## config.mk

```make
export PLATFORM = sky130hd
export DESIGN_NAME = trigger_run_controller
export DESIGN_NICKNAME = d
export VERILOG_FILES = /design/src/rtl/trigger_ctrl_pkg.sv /design/src/rtl/trigger_cfg_regs.sv /design/src/rtl/trigger_run_controller.sv
export SDC_FILE = /design/constraint.sdc
export NUM_CORES = 1
export LEC_CHECK = 0
export BUFFER_PORTS_ARGS = -buffer_cell sky130_fd_sc_hd__buf_4
export CAP_MARGIN = 20
export CORE_MARGIN = 4
export CORE_UTILIZATION = 40
export DETAILED_ROUTE_END_ITERATION = 8
export GPL_TIMING_DRIVEN = 0
export PLACE_DENSITY = 0.6
export SYNTH_ARGS = -nofsm -noshare
export SYNTH_HDL_FRONTEND = slang
export SYNTH_SLANG_ARGS = --single-unit
```

## constraint.sdc

```tcl
create_clock -name ACLK -period 2.4 [get_ports ACLK]
set_input_delay 0.24 -clock ACLK [delete_from_list [all_inputs] [get_ports ACLK]]
set_output_delay 0.24 -clock ACLK [all_outputs]
set_load 0.01 [all_outputs]
```

## src/rtl/trigger_ctrl_pkg.sv

```systemverilog
// Shared types and constants for the trigger run controller: FSM states,
// return targets, register addresses and reset defaults.
package trigger_ctrl_pkg;

    typedef enum logic [2:0] {
        IDLE    = 3'd0,
        APPLY   = 3'd1,
        RUNNING = 3'd2,
        DRAIN   = 3'd3
    } state_t;

    // Where the FSM goes once the current apply or drain completes
    typedef enum logic [1:0] {
        RET_IDLE      = 2'd0,
        RET_RUN       = 2'd1,
        RET_APPLY_RUN = 2'd2
    } ret_t;

    localparam logic [2:0] ADDR_RISING_THR  = 3'd0;
    localparam logic [2:0] ADDR_FALLING_THR = 3'd1;
    localparam logic [2:0] ADDR_PRE_LEN     = 3'd2;
    localparam logic [2:0] ADDR_POST_LEN    = 3'd3;
    localparam logic [2:0] ADDR_SEL_PERIOD  = 3'd4;

    localparam int unsigned DEF_FALLING_THR = 0;
    localparam int unsigned DEF_PRE_LEN     = 0;
    localparam int unsigned DEF_POST_LEN    = 0;
    localparam int unsigned DEF_SEL_PERIOD  = 0;

    // Largest positive threshold for the given ADC resolution
    function automatic int unsigned rising_default(input int unsigned adc_res_width);
        return (32'd1 << (adc_res_width - 1)) - 32'd1;
    endfunction

endpackage

```

## src/rtl/trigger_cfg_regs.sv

```systemverilog
// Shadow/active trigger settings bank. Shadow is written by the config strobe;
// active is loaded from shadow on apply_load. cfg_valid_c checks the shadow.
module trigger_cfg_regs
    import trigger_ctrl_pkg::*;
#(
    parameter  int unsigned ADC_RES_WIDTH                   = 12,
    parameter  int unsigned MAX_PRE_ACQUISITION_LENGTH      = 2,
    parameter  int unsigned MAX_POST_ACQUISITION_LENGTH     = 2,
    parameter  int unsigned MAX_ADC_SELECTION_PERIOD_LENGTH = 4,
    localparam int unsigned THR_W  = ADC_RES_WIDTH + 1,
    localparam int unsigned PRE_W  = $clog2(MAX_PRE_ACQUISITION_LENGTH),
    localparam int unsigned POST_W = $clog2(MAX_POST_ACQUISITION_LENGTH),
    localparam int unsigned SEL_W  = $clog2(MAX_ADC_SELECTION_PERIOD_LENGTH)
) (
    input  logic                    ACLK,
    input  logic                    ARESETN,
    input  logic                    cfg_wr,
    input  logic [2:0]              cfg_addr,
    input  logic [15:0]             cfg_wdata,
    input  logic                    apply_load,
    output logic signed [THR_W-1:0] rising_thr,
    output logic signed [THR_W-1:0] falling_thr,
    output logic [PRE_W-1:0]        pre_len,
    output logic [POST_W-1:0]       post_len,
    output logic [SEL_W-1:0]        sel_len,
    output logic                    addr_err,
    output logic                    cfg_valid_c
);

    localparam logic signed [THR_W-1:0] RISING_DEF  = THR_W'(rising_default(ADC_RES_WIDTH));
    localparam logic signed [THR_W-1:0] FALLING_DEF = THR_W'(DEF_FALLING_THR);
    localparam logic [PRE_W-1:0]        PRE_DEF     = PRE_W'(DEF_PRE_LEN);
    localparam logic [POST_W-1:0]       POST_DEF    = POST_W'(DEF_POST_LEN);
    localparam logic [SEL_W-1:0]        SEL_DEF     = SEL_W'(DEF_SEL_PERIOD);

    logic signed [THR_W-1:0] sh_rising;
    logic signed [THR_W-1:0] sh_falling;
    logic [PRE_W-1:0]        sh_pre;
    logic [POST_W-1:0]       sh_post;
    logic [SEL_W-1:0]        sh_sel;

    // Upper write-data bits are don't-care by definition
    logic unused_wdata;
    assign unused_wdata = ^cfg_wdata[15:THR_W];

    // Shadow bank and sticky bad-address flag
    always_ff @(posedge ACLK or negedge ARESETN) begin
        if (!ARESETN) begin
            sh_rising  <= RISING_DEF;
            sh_falling <= FALLING_DEF;
            sh_pre     <= PRE_DEF;
            sh_post    <= POST_DEF;
            sh_sel     <= SEL_DEF;
            addr_err   <= 1'b0;
        end else if (cfg_wr) begin
            case (cfg_addr)
                ADDR_RISING_THR:  sh_rising  <= THR_W'(cfg_wdata);
                ADDR_FALLING_THR: sh_falling <= THR_W'(cfg_wdata);
                ADDR_PRE_LEN:     sh_pre     <= PRE_W'(cfg_wdata);
                ADDR_POST_LEN:    sh_post    <= POST_W'(cfg_wdata);
                ADDR_SEL_PERIOD:  sh_sel     <= SEL_W'(cfg_wdata);
                default:          addr_err   <= 1'b1;
            endcase
        end
    end

    // Active bank; a same-cycle write lands in shadow only
    always_ff @(posedge ACLK or negedge ARESETN) begin
        if (!ARESETN) begin
            rising_thr  <= RISING_DEF;
            falling_thr <= FALLING_DEF;
            pre_len     <= PRE_DEF;
            post_len    <= POST_DEF;
            sel_len     <= SEL_DEF;
        end else if (apply_load) begin
            rising_thr  <= sh_rising;
            falling_thr <= sh_falling;
            pre_len     <= sh_pre;
            post_len    <= sh_post;
            sel_len     <= sh_sel;
        end
    end

    always_comb begin
        cfg_valid_c = 1'b1;
        if (sh_rising <= sh_falling)
            cfg_valid_c = 1'b0;
        if (32'(sh_pre) >= MAX_PRE_ACQUISITION_LENGTH)
            cfg_valid_c = 1'b0;
        if (32'(sh_post) >= MAX_POST_ACQUISITION_LENGTH)
            cfg_valid_c = 1'b0;
        if (32'(sh_sel) >= MAX_ADC_SELECTION_PERIOD_LENGTH)
            cfg_valid_c = 1'b0;
    end

endmodule

```

## src/rtl/trigger_run_controller.sv

```systemverilog
// Run-control sequencer for one trigger_core channel: gates STOP, applies
// shadow settings while the core is quiescent and counts trigger windows.
module trigger_run_controller
    import trigger_ctrl_pkg::*;
#(
    parameter  int unsigned ADC_RES_WIDTH                   = 12,
    parameter  int unsigned MAX_PRE_ACQUISITION_LENGTH      = 2,
    parameter  int unsigned MAX_POST_ACQUISITION_LENGTH     = 2,
    parameter  int unsigned MAX_ADC_SELECTION_PERIOD_LENGTH = 4,
    parameter  int unsigned APPLY_CYCLES                    = 2,
    parameter  int unsigned DRAIN_TIMEOUT                   = 1024,
    localparam int unsigned THR_W  = ADC_RES_WIDTH + 1,
    localparam int unsigned PRE_W  = $clog2(MAX_PRE_ACQUISITION_LENGTH),
    localparam int unsigned POST_W = $clog2(MAX_POST_ACQUISITION_LENGTH),
    localparam int unsigned SEL_W  = $clog2(MAX_ADC_SELECTION_PERIOD_LENGTH)
) (
    input  logic                    ACLK,
    input  logic                    ARESETN,
    input  logic                    CFG_WR,
    input  logic [2:0]              CFG_ADDR,
    input  logic [15:0]             CFG_WDATA,
    input  logic                    CMD_START,
    input  logic                    CMD_STOP,
    input  logic                    CMD_APPLY,
    input  logic                    TRIGGER_IN,
    output logic                    SET_CONFIG,
    output logic                    STOP,
    output logic signed [THR_W-1:0] RISING_EDGE_THRESHOLD,
    output logic signed [THR_W-1:0] FALLING_EDGE_THRESHOLD,
    output logic [PRE_W-1:0]        PRE_ACQUISITION_LENGTH,
    output logic [POST_W-1:0]       POST_ACQUISITION_LENGTH,
    output logic [SEL_W-1:0]        ADC_SELECTION_PERIOD_LENGTH,
    output logic [2:0]              STATE,
    output logic [31:0]             TRIGGER_COUNT,
    output logic                    CFG_ERR,
    output logic                    ADDR_ERR,
    output logic                    TIMEOUT_FLAG
);

    localparam int unsigned CW = $clog2(APPLY_CYCLES + 1);
    localparam int unsigned DW = $clog2(DRAIN_TIMEOUT + 1);

    state_t          state_q, state_d;
    ret_t            ret_q, ret_d;
    logic [CW-1:0]   apply_cnt_q, apply_cnt_d;
    logic [DW-1:0]   drain_cnt_q, drain_cnt_d;
    logic            trig_q;
    logic [31:0]     count_d;
    logic            cfg_err_d, timeout_d;
    logic            stop_d, set_cfg_d;
    logic            apply_load, cfg_valid_c;
    logic            go_apply, clr_count, drain_done;
    ret_t            apply_ret, ret_eff;

    trigger_cfg_regs #(
        .ADC_RES_WIDTH                   (ADC_RES_WIDTH),
        .MAX_PRE_ACQUISITION_LENGTH      (MAX_PRE_ACQUISITION_LENGTH),
        .MAX_POST_ACQUISITION_LENGTH     (MAX_POST_ACQUISITION_LENGTH),
        .MAX_ADC_SELECTION_PERIOD_LENGTH (MAX_ADC_SELECTION_PERIOD_LENGTH)
    ) u_cfg_regs (
        .ACLK        (ACLK),
        .ARESETN     (ARESETN),
        .cfg_wr      (CFG_WR),
        .cfg_addr    (CFG_ADDR),
        .cfg_wdata   (CFG_WDATA),
        .apply_load  (apply_load),
        .rising_thr  (RISING_EDGE_THRESHOLD),
        .falling_thr (FALLING_EDGE_THRESHOLD),
        .pre_len     (PRE_ACQUISITION_LENGTH),
        .post_len    (POST_ACQUISITION_LENGTH),
        .sel_len     (ADC_SELECTION_PERIOD_LENGTH),
        .addr_err    (ADDR_ERR),
        .cfg_valid_c (cfg_valid_c)
    );

    assign STATE = state_q;

    // State, timers, counter and registered outputs
    always_ff @(posedge ACLK or negedge ARESETN) begin
        if (!ARESETN) begin
            state_q       <= IDLE;
            ret_q         <= RET_IDLE;
            apply_cnt_q   <= '0;
            drain_cnt_q   <= '0;
            trig_q        <= 1'b0;
            TRIGGER_COUNT <= '0;
            CFG_ERR       <= 1'b0;
            TIMEOUT_FLAG  <= 1'b0;
            STOP          <= 1'b1;
            SET_CONFIG    <= 1'b0;
        end else begin
            state_q       <= state_d;
            ret_q         <= ret_d;
            apply_cnt_q   <= apply_cnt_d;
            drain_cnt_q   <= drain_cnt_d;
            trig_q        <= TRIGGER_IN;
            TRIGGER_COUNT <= count_d;
            CFG_ERR       <= cfg_err_d;
            TIMEOUT_FLAG  <= timeout_d;
            STOP          <= stop_d;
            SET_CONFIG    <= set_cfg_d;
        end
    end

    always_comb begin
        state_d     = state_q;
        ret_d       = ret_q;
        apply_cnt_d = apply_cnt_q;
        drain_cnt_d = drain_cnt_q;
        cfg_err_d   = CFG_ERR;
        timeout_d   = TIMEOUT_FLAG;
        apply_load  = 1'b0;
        go_apply    = 1'b0;
        apply_ret   = RET_IDLE;
        clr_count   = 1'b0;
        drain_done  = 1'b0;
        ret_eff     = ret_q;

        case (state_q)
            IDLE: begin
                if (!CMD_STOP) begin
                    if (CMD_APPLY) begin
                        go_apply  = 1'b1;
                        apply_ret = RET_IDLE;
                    end else if (CMD_START) begin
                        go_apply  = 1'b1;
                        apply_ret = RET_RUN;
                        clr_count = 1'b1;
                    end
                end
            end
            APPLY: begin
                if (apply_cnt_q == '0)
                    state_d = (ret_q == RET_RUN) ? RUNNING : IDLE;
                else
                    apply_cnt_d = apply_cnt_q - CW'(1);
            end
            RUNNING: begin
                if (CMD_STOP || CMD_APPLY) begin
                    state_d     = DRAIN;
                    ret_d       = CMD_STOP ? RET_IDLE : RET_APPLY_RUN;
                    drain_cnt_d = '0;
                end
            end
            DRAIN: begin
                ret_eff = CMD_STOP ? RET_IDLE : ret_q;
                ret_d   = ret_eff;
                if (!TRIGGER_IN) begin
                    drain_done = 1'b1;
                end else if (drain_cnt_q == DW'(DRAIN_TIMEOUT - 1)) begin
                    drain_done = 1'b1;
                    timeout_d  = 1'b1;
                end else begin
                    drain_cnt_d = drain_cnt_q + DW'(1);
                end
                if (drain_done) begin
                    if (ret_eff == RET_APPLY_RUN) begin
                        go_apply  = 1'b1;
                        apply_ret = RET_RUN;
                    end else begin
                        state_d = IDLE;
                        ret_d   = RET_IDLE;
                    end
                end
            end
            default: begin
                state_d = IDLE;
                ret_d   = RET_IDLE;
            end
        endcase

        // Validation and the shadow->active copy happen on the APPLY entry edge;
        // a rejected setting never enters APPLY, so no SET_CONFIG pulse is seen
        if (go_apply) begin
            if (cfg_valid_c) begin
                state_d     = APPLY;
                ret_d       = apply_ret;
                apply_load  = 1'b1;
                apply_cnt_d = CW'(APPLY_CYCLES - 1);
                cfg_err_d   = 1'b0;
            end else begin
                state_d   = IDLE;
                ret_d     = RET_IDLE;
                cfg_err_d = 1'b1;
            end
        end

        count_d = TRIGGER_COUNT;
        if (clr_count)
            count_d = '0;
        else if (state_q == RUNNING && TRIGGER_IN && !trig_q && TRIGGER_COUNT != '1)
            count_d = TRIGGER_COUNT + 32'd1;

        stop_d    = (state_d != RUNNING);
        set_cfg_d = (state_d == APPLY);
    end

endmodule

```

==> results of run 1 <==
## worst min path at each step
stage / to / slack (ps) / cells after the start
global placement: trig_q / 400 / 1
floorplan: CFG_ERR / -60 / 0
global route: u_cfg_regs.sh_falling[11] / 40 / 3
CTS: u_cfg_regs.sh_falling[11] / 30 / 3
finish: u_cfg_regs.sh_falling[11] / 40 / 3
detailed placement: TRIGGER_COUNT[17] / 200 / 1
## power by group through the flow
stage / Combinational [mW] / Sequential (mW) / Clock, mW
floorplan: 0.708 / 2.80 / 0
global placement: 1.46 / 2.71 / 0
detailed placement: 1.49 / 2.72 / 0
CTS: 1.64 / 2.71 / 2.17
global route: 1.88 / 2.76 / 2.27
finish: 1.72 / 2.71 / 2.11
## sequential cells by signal (all words and copies together), names as in the netlist
| register | flops |
|---|---|
| u_cfg_regs.sh_sel | 2 |
| TRIGGER_COUNT | 32 |
| u_cfg_regs.addr_err | 1 |
| TIMEOUT_FLAG | 1 |
| u_cfg_regs.pre_len | 1 |
| u_cfg_regs.rising_thr | 13 |
| ret_q | 2 |
| trig_q | 1 |
| u_cfg_regs.sh_pre | 1 |
| u_cfg_regs.sel_len | 2 |
| STOP | 1 |
| u_cfg_regs.sh_post | 1 |
| CFG_ERR | 1 |
| STATE | 3 |
| u_cfg_regs.post_len | 1 |
| SET_CONFIG | 1 |
| apply_cnt_q | 2 |
| drain_cnt_q | 11 |
| u_cfg_regs.falling_thr | 13 |
| u_cfg_regs.sh_rising | 13 |
| u_cfg_regs.sh_falling | 13 |
## tightest hold or removal path, delay by kind of cell
kind	cells	cell delay [ps]
AND/OR/NAND/NOR	1	40
buffers and inverters	1	80
AO/OA/AOI/OAI	1	60
## cell usage in the layout (no fill, tap or decap), types with 4 or more instances in the layout
cell and n:
and2_1 4, a21oi_1 7, nor3_1 9, inv_1 15
mux2_2 17, nand4_1 25, buf_6 6, nor4_1 5
nand3_1 19, dfrtp_1 91, ha_4 5, xor2_1 29
and4_1 8, ha_1 10, xnor2_1 11, nor2_1 50
clkbuf_1 24, buf_4 105, mux2_4 30, nor2b_1 4
clkbuf_16 18, o21ai_0 19, dfstp_2 23, nand2_1 36
and3_1 11
## final cells by class
cell class              instances  share of cell area [%]
flip-flops and latches        116                    39.7
well taps                     180                    3.04
plain buffers                  17                    1.67
clock buffers                  30                    6.41
inverters                      15                   0.761
repair buffers                113                    12.2
clock inverters                 2                   0.135
multi-input cells             347                    36.1
## cell families (layout without fill, tap and decap cells)
| family | after synthesis | in the layout |
|---|---|---|
| other | 1 | 1 |
| AND/OR/NAND/NOR | 195 | 195 |
| flip-flops | 116 | 116 |
| adder cells (fa/ha/maj) | 15 | 15 |
| buffers and inverters | 33 | 177 |
| AO/OA/AOI/OAI | 49 | 49 |
| XOR/XNOR | 40 | 40 |
| multiplexers | 47 | 47 |
## what timing repair did
action,CTS,global route
gates resized for setup,17,14
hold buffers,2,0
cloned,0,1
hold endpoints to repair,36,0
buffers inserted,9,8
pin swaps,6,10
endpoints found under the setup margin,43,51
## metal layers
metal,part of all wire (%),GRT usage (%)
met1,44,21.8
met2,48,26.4
met3,5.6,5.35
met4,2.1,7.13
met5,0,0
## metrics by stage
step / area [um2] / hold WS [ps] / worst slack [ps]
after floorplan: 5630 / -55.6 / 21.1
after global placement: 6540 / 402 / -282
after detailed placement: 6570 / 203 / -237
after CTS: 7240 / 26.5 / -45.4
after global routing: 7400 / 37.2 / -130
final: 7400 / 43.1 / -58.9
==> out/results.txt, run 1 <==
Run status - complete, but fails checks
Failing checks - negative setup slack
FILL cells - 1220
Seq. cell area - 2930 um2
Syn_nets - 537
Async SR Flop Fraction - 100%
Crit Path Max Fanout - 10
Slowest stage delay, CP - 550 ps
Finished Core Util - 53.5%
Clock Sinks - 116
Total global-route track usage - 16.9%
Die height - 127 um
Largest family of logic cells by synthesized area - simple AND/OR/NAND/NOR gates
Final net count - 668
Shortest period the worst path allows - 2460 ps
FP Rows - 43
Area of the multi-input gates - 2670 um2
Critical-path cell list - ha_4 -> a21o_1 -> a221o_1 -> a21oi_2 -> a21oi_2 -> nor3b_2 -> buf_6 -> buf_12 -> mux2_4
Post-Synth Simple-Gate Area - 18.4%
Gr ovfl total - 0
Setup ws final - -58.9 ps
Largest net degree at the start of global routing - 70
Placer Congestion - 0.830
Number of CTS-inserted buffers - 17
Area leader, netlist - dfrtp_1
Final hold vios - 0
First-pass GRT wire length - 21.9 mm
Yosys cell types - 55
RSZ-0062 raised after global routing - true
Slew Limit Headroom - 38.1%
Initial core utilization - 40.6%
Routed Antenna Nets - 0
Post-synthesis mux area share - 10.8%
Max Buffers Root-to-Sink - 2
Layout Cells excl Fill - 820
Worst slew pin tran - 921 ps
Via count - 4231
Root Buffer - clkbuf_16
Most common cell in the synthesized netlist - dfrtp_1
Depth of the worst register-to-register path - 9
Synth top area share - 41.4%
CP Launch Point - u_cfg_regs.sh_rising[6]
Critical Path End - u_cfg_regs.rising_thr[11]
Synth Area in Compound Gates - 5.88%
IO Count - 96
Overall power - 6.53 mW
Most frequent cells after synthesis - dfrtp_1, nor2_1, nand2_1
Logic pwr share - 26.3%
CP Class - flop to flop
Fin Clk Skew - 14.0 ps
Residual DRC count - 0
Clock transition at the registers of the reported paths - 50 ps
Core ar. - 13800 um2
Slew Viols, Final - 0
Worst Hold Class - input port to flop
Synth warn - 0
Synth top area cells - dfrtp_1, dfstp_2, mux2_4
DIE AREA - 16000 um2
Slowest-stage cell, CP - dfstp_2
Initial antenna violation count - 0
Reg2reg end - u_cfg_regs.rising_thr[11]
Yosys reg bits - 116
Arr. time, crit path - 2760 ps
Worst path top cell family by delay - compound AO/OA/AOI/OAI gates
Fmax - 407 MHz
XOR/XNOR Fraction of Synth Area - 6.23%
Pint - 4.80 mW
First-pass DRT Iterations - 4
Post-synthesis adder-cell area fraction - 3.34%
Most used cell, CP - a21oi_2
Reg-to-reg startpoint - u_cfg_regs.sh_rising[6]
Peak supply drop - 0.534 mV
R2r setup slk - -60 ps
Vias in the first global route - 4407
Lkg Pwr - 3.38 nW
CP bufs+invs - 2
Syn Area/Cell - 11.3 um2
Post-detailed-route wirelength per cell - 15.9 um
CTS tree - yes
Clk pwr share - 32.2%
Crit path depth - 9
Final worst-path cycle share - 102%
Mapped Area - 5620 um2
Area Growth Syn to Fin - 31.7%
Cells after Synth - 496
Post-Place Cells - 769
Net Sw Power - 1.72 mW
CP required - 2700 ps
Antenna cells - 0
Hold_sp - CFG_WDATA[11]
PortBufs - 92
EDFF count, synth - 0
Vias/cell - 5.16
Critical path capture point type - flop
Sequential area share after synthesis - 52.2%
Initial DRC Count - 229
Max-Cap Viols - 0
Prevailing post-synth register cell - dfrtp_1
Routed wire length - 13.0 mm
Setup TNS - -923 ps
Die X - 127 um
Clk Latency, worst-skew pair - 420 ps
H-tree depth - 4
Seq pwr share - 41.5%
P per Cell Area - 882 nW/um2
Final setup fails - 25
Sw Share - 26.4%
Share of cells above drive strength 1 - 35.9%
Hpwl dp - 9.00 mm
Startpoint Class - flop
Power figures use the tool's default switching activity.
==> run 2: changes to the inputs <==
--- a/config.mk
+++ b/config.mk
@@ -5,13 +5,14 @@
 export SDC_FILE = /design/constraint.sdc
 export NUM_CORES = 1
 export LEC_CHECK = 0
-export BUFFER_PORTS_ARGS = -buffer_cell sky130_fd_sc_hd__buf_4
+export ABC_AREA = 1
 export CAP_MARGIN = 20
 export CORE_MARGIN = 4
 export CORE_UTILIZATION = 40
 export DETAILED_ROUTE_END_ITERATION = 8
+export DONT_BUFFER_PORTS = 1
 export GPL_TIMING_DRIVEN = 0
-export PLACE_DENSITY = 0.6
+export PLACE_DENSITY = 0.54
 export SYNTH_ARGS = -nofsm -noshare
 export SYNTH_HDL_FRONTEND = slang
 export SYNTH_SLANG_ARGS = --single-unit
==> run 2 against run 1 <==
Net effect:
- the run ends with negative hold slack left
- flip-flop and latch count stayed put
- global-route usage is 2.7 points higher
- die area is 9.2% higher
- critical path type unchanged
- critical endpoint is now u_cfg_regs.rising_thr[5]
- highest routed layer unchanged
==> out/results.txt, run 2 <==
IO Count - 96 (unchanged)
Startpoint Class - flop (unchanged)
Commonest non-fill, non-tap cell in the layout - nand2_1 (was buf_4)
Critical Path End - u_cfg_regs.rising_thr[5] (was u_cfg_regs.rising_thr[11])
Initial core utilization - 40.8% (was 40.6%)
Largest net degree at the start of global routing - 117 (was 70)
Routed wire length - 16.8 mm (was 13.0 mm)
CP Class - flop to flop (unchanged)
Failing checks - negative hold slack (was negative setup slack)
Slew Limit Headroom - 64.3% (was 38.1%)
Area leader, netlist - dfrtp_1 (unchanged)
Clock transition at the registers of the reported paths - 60 ps (was 50 ps)
Lkg Pwr - 3.29 nW (was 3.38 nW)
Clk Latency, worst-skew pair - 430 ps (was 420 ps)
Vias/cell - 5.17 (was 5.16)
Post-Place Cells - 996 (was 769)
Gr ovfl total - 0 (unchanged)
Depth of the worst register-to-register path - 9 (unchanged)
CP Launch Point - u_cfg_regs.sh_rising[10] (was u_cfg_regs.sh_rising[6])
Setup TNS - 0 ps (was -923 ps)
Root Buffer - clkbuf_16 (unchanged)
Clock Sinks - 116 (unchanged)
Sequential area share after synthesis - 47.5% (was 52.2%)
Clk pwr share - 38.0% (was 32.2%)
Residual DRC count - 0 (unchanged)
Most used cell, CP - nand2_1 (was a21oi_2)
Worst Hold Class - input port to async pin (was input port to flop)
Slowest stage delay, CP - 590 ps (was 550 ps)
Max-Cap Viols - 0 (unchanged)
Reg2reg end - u_cfg_regs.rising_thr[5] (was u_cfg_regs.rising_thr[11])
Synth top area cells - dfrtp_1, nand2_1, dfstp_2 (was dfrtp_1, dfstp_2, mux2_4)
Core ar. - 15100 um2 (was 13800 um2)
Area Growth Syn to Fin - 15.6% (was 31.7%)
Hpwl dp - 12.5 mm (was 9.00 mm)
Vias in the first global route - 5341 (was 4407)
Worst slew pin tran - 535 ps (was 921 ps)
Largest Register - TRIGGER_COUNT (unchanged)
CP required - 2770 ps (was 2700 ps)
Synth Area in Compound Gates - 7.52% (was 5.88%)
First-pass GRT wire length - 27.4 mm (was 21.9 mm)
Via count - 5406 (was 4231)
Final worst-path cycle share - 93.6% (was 102%)
Hold_ws - -491 ps (was 43.1 ps)
DIE AREA - 17500 um2 (was 16000 um2)
Initial antenna violation count - 0 (unchanged)
Net Sw Power - 2.06 mW (was 1.72 mW)
Number of CTS-inserted buffers - 17 (unchanged)
Yosys reg bits - 116 (unchanged)
Commonest cells after routing, fill and taps aside - nand2_1, dfrtp_1, inv_1 (was buf_4, dfrtp_1, nor2_1)
Post-CTS setup buffer count - 0 (was 9)
Hold_buf cts - 17 (was 2)
Seq pwr share - 47.4% (was 41.5%)
Layout Cells excl Fill - 1045 (was 820)
Post-synthesis adder-cell area fraction - 3.04% (was 3.34%)
Syn_nets - 849 (was 537)
Mapped Area - 6170 um2 (was 5620 um2)
Total global-route track usage - 19.7% (was 16.9%)
Antenna cells - 0 (unchanged)
FP Rows - 45 (was 43)
Arr. time, crit path - 2620 ps (was 2760 ps)
Synth top area share - 37.7% (was 41.4%)
Critical-path cell list - ha_1 -> nand4_1 -> inv_1 -> a21oi_1 -> nand2_1 -> nand2_1 -> clkbuf_1 -> nand4_1 -> nand2_1 (was ha_4 -> a21o_1 -> a221o_1 -> a21oi_2 -> a21oi_2 -> nor3b_2 -> buf_6 -> buf_12 -> mux2_4)
Placer Congestion - 0.918 (was 0.830)
Final net count - 885 (was 668)
Max reg flops - 32 (unchanged)
Post-Synth Simple-Gate Area - 31.8% (was 18.4%)
Sw Share - 33.0% (was 26.4%)
Slew Viols, Final - 0 (unchanged)
Pint - 4.18 mW (was 4.80 mW)
Fmax - 445 MHz (was 407 MHz)
Slowest-stage cell, CP - dfstp_2 (unchanged)
Share of cells above drive strength 1 - 10.6% (was 35.9%)
Synth warn - 0 (unchanged)
Async SR Flop Fraction - 100% (unchanged)
FILL cells - 1464 (was 1220)
CTS tree - yes (unchanged)
Routed Antenna Nets - 0 (unchanged)
EDFF count, synth - 0 (unchanged)
Prevailing post-synth register cell - dfrtp_1 (unchanged)
Yosys cell types - 31 (was 55)
Most frequent cells after synthesis - nand2_1, dfrtp_1, inv_1 (was dfrtp_1, nor2_1, nand2_1)
Die height - 132 um (was 127 um)
P per Cell Area - 873 nW/um2 (was 882 nW/um2)
Initial DRC Count - 422 (was 229)
Final setup fails - 0 (was 25)
Most common cell in the synthesized netlist - nand2_1 (was dfrtp_1)
Critical path capture point type - flop (unchanged)
Shortest period the worst path allows - 2250 ps (was 2460 ps)
R2r setup slk - 150 ps (was -60 ps)
Crit Path Max Fanout - 10 (unchanged)
First-pass DRT Iterations - 7 (was 4)
PortBufs - 0 (was 92)
Reg-to-reg startpoint - u_cfg_regs.sh_rising[10] (was u_cfg_regs.sh_rising[6])
Cells after Synth - 808 (was 496)
Post-detailed-route wirelength per cell - 16.1 um (was 15.9 um)
Post-synthesis mux area share - 0% (was 10.8%)
Max Buffers Root-to-Sink - 2 (unchanged)
Fin Clk Skew - 18.5 ps (was 14.0 ps)
H-tree depth - 4 (unchanged)
Peak supply drop - 0.514 mV (was 0.534 mV)
Final hold vios - 116 (was 0)
Die X - 132 um (was 127 um)
Run status - complete, but fails checks (unchanged)
RSZ-0062 raised after global routing - false (was true)
Syn Area/Cell - 7.64 um2 (was 11.3 um2)
Logic pwr share - 14.7% (was 26.3%)
Largest family of logic cells by synthesized area - simple AND/OR/NAND/NOR gates (unchanged)
XOR/XNOR Fraction of Synth Area - 2.27% (was 6.23%)
-- run 2: how the worst min path moves through the flow --
stage	start	endpoint	slack (ps)	cells past startpoint
after detailed placement	ARESETN	drain_cnt_q[5]	-50	0
final	ARESETN	u_cfg_regs.rising_thr[11]	-490	0
after global routing	ARESETN	drain_cnt_q[6]	-500	0
after CTS	ARESETN	SET_CONFIG	-490	0
after floorplan	ARESETN	CFG_ERR	-60	0
after global placement	ARESETN	drain_cnt_q[6]	-50	0
-- run 2: worst max-delay path: cells and delay by family, from the launching register on --
| family | cells | cell delay, ps |
|---|---|---|
| adders and majority gates | 1 | 260 |
| and+or+nand+nor | 5 | 710 |
| DFF | 1 | 590 |
| buffers and inverters | 2 | 460 |
| AOI/OAI and AO/OA | 1 | 170 |
-- run 2: through the flow --
step	utilization, %	worst slack (ps)	area, um2	total power, mW
global route	47.1	7.34	7140	6.58
detailed placement	42.3	88.4	6410	3.89
global placement	42.3	124	6410	3.85
finish	47.1	155	7140	6.23
CTS	47.1	75.6	7130	6.29
floorplan	-	550	6170	3.54
-- run 2: area by class of cell --
type	count	area [um2]	area share (%)
Tap cell	188	235	3.29
Sequential cell	116	2930	41.1
Inverter	94	354	4.96
Timing Repair Buffer	17	170	2.38
Clock buffer	19	454	6.36
Buffer	24	130	1.82
Clock inverter	13	98.8	1.38
Multi-Input combinational cell	574	2760	38.7
-- run 2: cells by family (layout without fill, tap and decap cells) --
| family | after synthesis | after routing |
|---|---|---|
| other cells | 1 | 1 |
| xor+xnor | 16 | 16 |
| flops | 116 | 116 |
| simple gates | 455 | 455 |
| fa+ha+maj | 15 | 15 |
| buf+inv | 118 | 167 |
| compound gates | 87 | 87 |
-- run 2: repair_timing --
item	CTS	global route
gates resized for setup	0	3
endpoints found under the hold margin	138	116
setup endpoints to repair	0	29
-- run 2: routing by layer --
metal / part of all wire [%] / track usage [%]
met1: 42 / 23.4
met3: 5.3 / 4.77
met5: 0 / 0
met4: 1.9 / 7.33
met2: 50 / 34.5
-- run 2: power groups by stage --
stage	Combinational (mW)	Clock [mW]	Sequential, mW
CTS	0.920	2.40	2.97
detailed placement	0.894	0	3.00
global placement	0.864	0	2.98
floorplan	0.712	0	2.83
global route	1.07	2.50	3.00
finish	0.915	2.37	2.95
